**src/rtl/sd_spi_master.sv**
```systemverilog
// sd_spi_master
// Bus-mapped SPI master (mode 0) for the SD card slot. It exposes a small
// register window so the FAT/SD driver can talk to a real card:
//   0x0 CTRL   bit0 cs_assert (spi_cs_n = ~cs_assert)
//   0x4 DIV    [7:0] SCLK half-period minus one, in clk cycles
//   0x8 DATA   write starts an 8-bit exchange, read returns last received byte
//   0xC STATUS bit0 busy (read-only)
// DATA accesses stall (no bus_ack) while a byte is in flight, so a
// write-then-read sequence needs no polling.
//
// Ports:
//   clk, rst_n         system clock, asynchronous active-low reset
//   cs                 peripheral select, held until bus_ack is seen
//   bus_addr[31:0]     byte address, only [3:0] decoded
//   bus_wr_val[31:0]   write data, only [7:0] used
//   bus_bytesel[3:0]   0 = read, nonzero = write, [0] enables the update
//   bus_ack            one-cycle registered access-complete pulse
//   bus_data[31:0]     read data, zero outside the ack cycle
//   spi_sclk/mosi/miso SPI lines, SCLK idles low, MOSI idles high
//   spi_cs_n           card chip select, active low

module sd_spi_master #(
  parameter logic [7:0] CLK_DIV_RESET = 8'd63
) (
  input  logic        clk,
  input  logic        rst_n,
  input  logic        cs,
  input  logic [31:0] bus_addr,
  input  logic [31:0] bus_wr_val,
  input  logic [3:0]  bus_bytesel,
  output logic        bus_ack,
  output logic [31:0] bus_data,
  output logic        spi_sclk,
  output logic        spi_mosi,
  input  logic        spi_miso,
  output logic        spi_cs_n
);

  typedef enum logic [1:0] {
    IDLE = 2'd0,
    LOW  = 2'd1,
    HIGH = 2'd2
  } state_t;

  state_t      r_state;
  logic [7:0]  r_shift;
  logic [2:0]  r_bitCnt;
  logic [7:0]  r_divCnt;
  logic [7:0]  r_divLatch;
  logic        r_sclk;
  logic        r_mosi;
  logic [7:0]  r_rx;

  logic        r_ack;
  logic [31:0] r_busData;
  logic        r_csAssert;
  logic [7:0]  r_div;

  logic        w_busy;
  logic        w_isWrite;
  logic        w_isData;
  logic        w_accept;
  logic        w_wrEn;
  logic        w_startXfer;
  logic [31:0] w_readData;
  logic        w_unused;

  assign w_busy    = (r_state != IDLE);
  assign w_isWrite = |bus_bytesel;
  assign w_isData  = (bus_addr[3:0] == 4'h8);

  // The cycle after an ack ignores cs, so each cs assertion is one access.
  // DATA accesses are held off while a byte is in flight.
  assign w_accept    = cs & ~r_ack & ~(w_isData & w_busy);
  assign w_wrEn      = w_accept & w_isWrite & bus_bytesel[0];
  assign w_startXfer = w_wrEn & w_isData;

  assign w_unused = &{1'b0, bus_addr[31:4], bus_wr_val[31:8]};

  // Read mux for the register window; unmapped offsets read as zero.
  always_comb begin
    w_readData = '0;
    case (bus_addr[3:0])
      4'h0:    w_readData = {31'b0, r_csAssert};
      4'h4:    w_readData = {24'b0, r_div};
      4'h8:    w_readData = {24'b0, r_rx};
      4'hC:    w_readData = {31'b0, w_busy};
      default: w_readData = '0;
    endcase
  end

  // Bus side: one-cycle ack, read data captured at acceptance, and the
  // CTRL/DIV registers. CTRL is never stalled so chip select can change
  // even mid-byte; a DIV write only affects the next byte because the
  // transfer FSM works from its own latched copy.
  always_ff @(posedge clk or negedge rst_n) begin
    if (!rst_n) begin
      r_ack      <= 1'b0;
      r_busData  <= '0;
      r_csAssert <= 1'b0;
      r_div      <= CLK_DIV_RESET;
    end else begin
      r_ack     <= w_accept;
      r_busData <= '0;
      if (w_accept && !w_isWrite) begin
        r_busData <= w_readData;
      end
      if (w_wrEn) begin
        case (bus_addr[3:0])
          4'h0:    r_csAssert <= bus_wr_val[0];
          4'h4:    r_div      <= bus_wr_val[7:0];
          default: ;
        endcase
      end
    end
  end

  // Transfer FSM. Each SCLK phase lasts r_divLatch+1 cycles. MISO is
  // sampled on the rising edge into the shift register LSB, and the next
  // MOSI bit (now at the MSB) is presented on the falling edge. After the
  // eighth high phase the received byte moves to rx and MOSI idles high.
  always_ff @(posedge clk or negedge rst_n) begin
    if (!rst_n) begin
      r_state    <= IDLE;
      r_shift    <= 8'h00;
      r_bitCnt   <= 3'd0;
      r_divCnt   <= 8'd0;
      r_divLatch <= 8'd0;
      r_sclk     <= 1'b0;
      r_mosi     <= 1'b1;
      r_rx       <= 8'h00;
    end else begin
      case (r_state)
        IDLE: begin
          if (w_startXfer) begin
            r_state    <= LOW;
            r_shift    <= bus_wr_val[7:0];
            r_mosi     <= bus_wr_val[7];
            r_divLatch <= r_div;
            r_divCnt   <= r_div;
            r_bitCnt   <= 3'd0;
          end
        end
        LOW: begin
          if (r_divCnt == 8'd0) begin
            r_state  <= HIGH;
            r_sclk   <= 1'b1;
            r_shift  <= {r_shift[6:0], spi_miso};
            r_divCnt <= r_divLatch;
          end else begin
            r_divCnt <= r_divCnt - 8'd1;
          end
        end
        HIGH: begin
          if (r_divCnt == 8'd0) begin
            r_sclk   <= 1'b0;
            r_divCnt <= r_divLatch;
            if (r_bitCnt == 3'd7) begin
              r_state <= IDLE;
              r_rx    <= r_shift;
              r_mosi  <= 1'b1;
            end else begin
              r_state  <= LOW;
              r_bitCnt <= r_bitCnt + 3'd1;
              r_mosi   <= r_shift[7];
            end
          end else begin
            r_divCnt <= r_divCnt - 8'd1;
          end
        end
        default: r_state <= IDLE;
      endcase
    end
  end

  assign bus_ack  = r_ack;
  assign bus_data = r_busData;
  assign spi_sclk = r_sclk;
  assign spi_mosi = r_mosi;
  assign spi_cs_n = ~r_csAssert;

endmodule

```
**config.mk**
```make
export PLATFORM = sky130hd
export DESIGN_NAME = sd_spi_master
export DESIGN_NICKNAME = d
export VERILOG_FILES = /design/src/rtl/sd_spi_master.sv
export SDC_FILE = /design/constraint.sdc
export NUM_CORES = 1
export LEC_CHECK = 0
export ABC_CLOCK_PERIOD_IN_PS = 2800
export CORE_ASPECT_RATIO = 0.9
export CORE_MARGIN = 3
export CORE_UTILIZATION = 45
export CTS_CLUSTER_DIAMETER = 50
export DETAILED_ROUTE_END_ITERATION = 16
export GPL_TIMING_DRIVEN = 0
export PLACE_DENSITY = 0.8
export SETUP_SLACK_MARGIN = 0.05
export SYNTH_ARGS = -nofsm -noshare
export SYNTH_HDL_FRONTEND = slang
export SYNTH_SLANG_ARGS = --single-unit
```
**constraint.sdc**
```tcl
create_clock -name clk -period 2.8 [get_ports clk]
set_clock_uncertainty 0.2 [all_clocks]
set_input_delay 0.56 -clock clk [delete_from_list [all_inputs] [get_ports clk]]
set_output_delay 0.56 -clock clk [all_outputs]
set_load 0.02 [all_outputs]
```
==> flow_summary.toml <==
[run_status]
status = "finished clean"

[pwr]
power_frac_clock_pct = 26.2
p_switching_mw = 1.220
leakagePower_nw = 1.748
power_density_nw_per_um2 = 862.3
seq_power_share_pct = 36.2
irDropWorstVdd_v = 0.0004444
pwr-share-comb_pct = 37.6
swShare_pct = 36.68
p_int_mw = 2.106

[placement]
place_congestion = 0.8355
pre_cts_ws_ns = -0.3376
io_buffers = 31
post-dp-hpwl_microns = 4762

[synthesis]
synthFlopType = "dfrtp_1"
synth_largest_area_cell = "dfrtp_1"
synth_edf_count = 0
synth_area_leaders = "dfrtp_1 (41%), mux2_2 (6.9%), dfstp_2 (6.0%)"
synthMostInstantiatedCell = "dfrtp_1"
syn_area_sq_um = 3089
avgSynthCellArea_sq_um = 10.80
async_flop_share_pct = 100.0
synthCells = 286
yosysTopAreaCellShare_pct = 40.50
ys_seq_area_share_pct = 46.46
ys_ff_latch = 57
synth_common_cells = "dfrtp_1 (50), nor2_1 (35), buf_4 (24)"
synth_cell_types = 53
ys_warn_count = 0

[global_route]
antenna_found_initial = 0
grt_overflow = 0
grt_usage_pct = 17.63
first_global_vias = 2334
grt_pass1_wl_microns = 10830
grt_max_degree = 41

[critical_path]
crit_start = "bus_addr[1]"
cp-start-kind = "input pin"
critPathRequiredTime_ns = 2.81
worst_ep_arrival_time_ns = 2.68
cp-endpoint = "r_div[6]$_DFFE_PN0P_"
path_max_fanout = 8
r2r-end = "r_shift[4]$_DFFE_PN0P_"
crit_path_end_kind = "register"
rr_worst_depth = 8
criticalPathCategory = "in2reg"
rr_startpoint = "r_divCnt[0]$_DFFE_PN0P_"
r2r_setup_slack_ns = 0.34

[hold_path]
min_from = "r_divLatch[4]$_DFFE_PN0P_"
min_delay_path_depth = 1
worstHoldPathType = "reg2reg"

[drt]
via_count = 2324
viasPerCell = 5.188
firstDrtPassIters = 4
drc = 0
wirelength_microns = 6642
ant_nets = 0
dr.first_iter.drc_count = 134
wire_per_inst_microns = 14.83

[clock_network]
cts_root_buf = "clkbuf_8"
cts_setup_buffers = 0
clk_latency_ns = 0.33
clock_sinks = 57
h-tree-depth = 3
cts-buffers-inserted = 9
cts_tree = "built"
path_clk_slew_ns = 0.06
cts.path.max_buffers = 2

[die]
fp-row-count = 28
core-area_sq_um = 6621
io_pins = 108
start_util_pct = 46.66
fp.dieArea_sq_um = 7896
die_h_microns = 84.60
die_w_microns = 93.34

[sta]
hold_viol_final = 0
max_freq_mhz = 374.5
tightest_slew_ns = 0.6963
setup_violations = 0
rsz0062_at_grt = "no"
setup_slack_ns = 0.1301
min_period_over_period_pct = 95.35
relSlewSlack_pct = 53.58
period_needed_ns = 2.670
fin_tns_setup_ns = 0
maxSlewViolCount = 0

[cells_and_area]
nFillCells = 516
drive_gt1_share_pct = 25.70
multi_input_comb_area_sq_um = 1464
fin_nets = 433
seqCellArea_sq_um = 1435
area_growth_pct = 24.87
diodes = 0

[run]
maxCapViolCount = 0
-- power groups by stage --
stage	Clock (mW)	Combinational, mW	Sequential, mW
floorplan	0	0.946	1.17
global placement	0	1.19	1.20
detailed placement	0	1.23	1.21
CTS	0.892	1.25	1.20
global route	0.925	1.39	1.23
finish	0.871	1.25	1.20
-- stage by stage --
step	utilization, %	power [mW]	std cells	instance area [sq um]	hold slack [ns]
6_report	58.26	3.326	448	3857	0.3008
4_1_cts	58.26	3.338	448	3857	0.3072
3_5_place_dp	54.57	2.449	431	3613	0.2915
3_3_place_gp	54.35	2.391	430	3598	0.2835
2_1_floorplan	-	2.119	309	3176	0.06441
5_1_grt	58.26	3.545	448	3857	0.3188
-- timing repair --
action | CTS | global route
endpoints found under the setup margin | 2 | 0
resized for setup | 1 | 0
hold endpoints to repair | 13 | 0
hold buffers | 1 | 0
-- critical path: stages --
cell and delay, ns:
clkdlybuf4s50_1 0.48, nor3_1 0.39, and2_1 0.19, clkbuf_1 0.38, nand3_2 0.33, mux2_2 0.36
-- registers in the layout, indices dropped and copies added, names as in the netlist --
signal      count
bus_ack         1
bus_data        8
r_bitCnt        3
r_csAssert      1
r_div           8
r_divCnt        8
r_divLatch      8
r_rx            8
r_shift         8
r_state         2
spi_mosi        1
spi_sclk        1
-- final cells by class --
type                            instances  share of cell area, %
Buffer                                 34                  6.520
Clock inverter                          5                  2.011
Timing Repair Buffer                   33                  8.693
Inverter                                8                 0.7785
Tap cell                               90                  2.919
Clock buffer                           11                  3.925
Multi-Input combinational cell        210                  37.95
Sequential cell                        57                  37.20
-- kinds of logic after synthesis --
group / Yosys count / share of synthesized area [%]
compound gates: 57 / 12.19
xor+xnor: 3 / 0.8507
fa+ha+maj: 8 / 3.240
buf+inv: 42 / 9.113
flops: 57 / 46.46
mux: 38 / 14.38
other cells: 1 / 0.1214
simple gates: 80 / 13.65
-- cells in the final DEF, fill, tap and decap left out, types with 2 or more instances in the layout --
cell,n
nand2b_1,2
o2bb2ai_1,2
nor3_1,3
clkinv_2,2
nor4_1,2
buf_6,2
clkbuf_8,11
conb_1,24
clkbuf_1,5
buf_12,2
mux2_2,19
ha_1,8
o211ai_1,3
a21oi_1,19
mux2i_1,11
nand2_1,11
buf_4,24
buf_2,3
a31oi_1,7
a211oi_1,3
nand3_1,8
mux2_4,8
o21ai_0,7
nor2b_1,3
dfrtp_1,50
dfstp_2,7
bufinv_16,2
a22oi_1,8
nor2_1,35
xnor2_1,2
inv_1,7
clkdlybuf4s50_1,30
-- layer usage --
metal  track usage (%)  part of all wire, %  vias to the layer above
met2             28.64                   47                       74
li1                  -                    -                     1106
met1             21.90                   44                     1136
met4             7.856                  1.8                        0
met5                 0                    0                        -
met3             4.839                  6.5                        8
-- worst min-delay path by stage --
stage,endpoint
floorplan,bus_ack$_DFF_PN0_
global placement,r_divLatch[4]$_DFFE_PN0P_
detailed placement,r_divLatch[4]$_DFFE_PN0P_
CTS,r_divLatch[4]$_DFFE_PN0P_
global route,r_divLatch[5]$_DFFE_PN0P_
finish,r_divLatch[4]$_DFFE_PN0P_
Power figures use the tool's default switching activity.
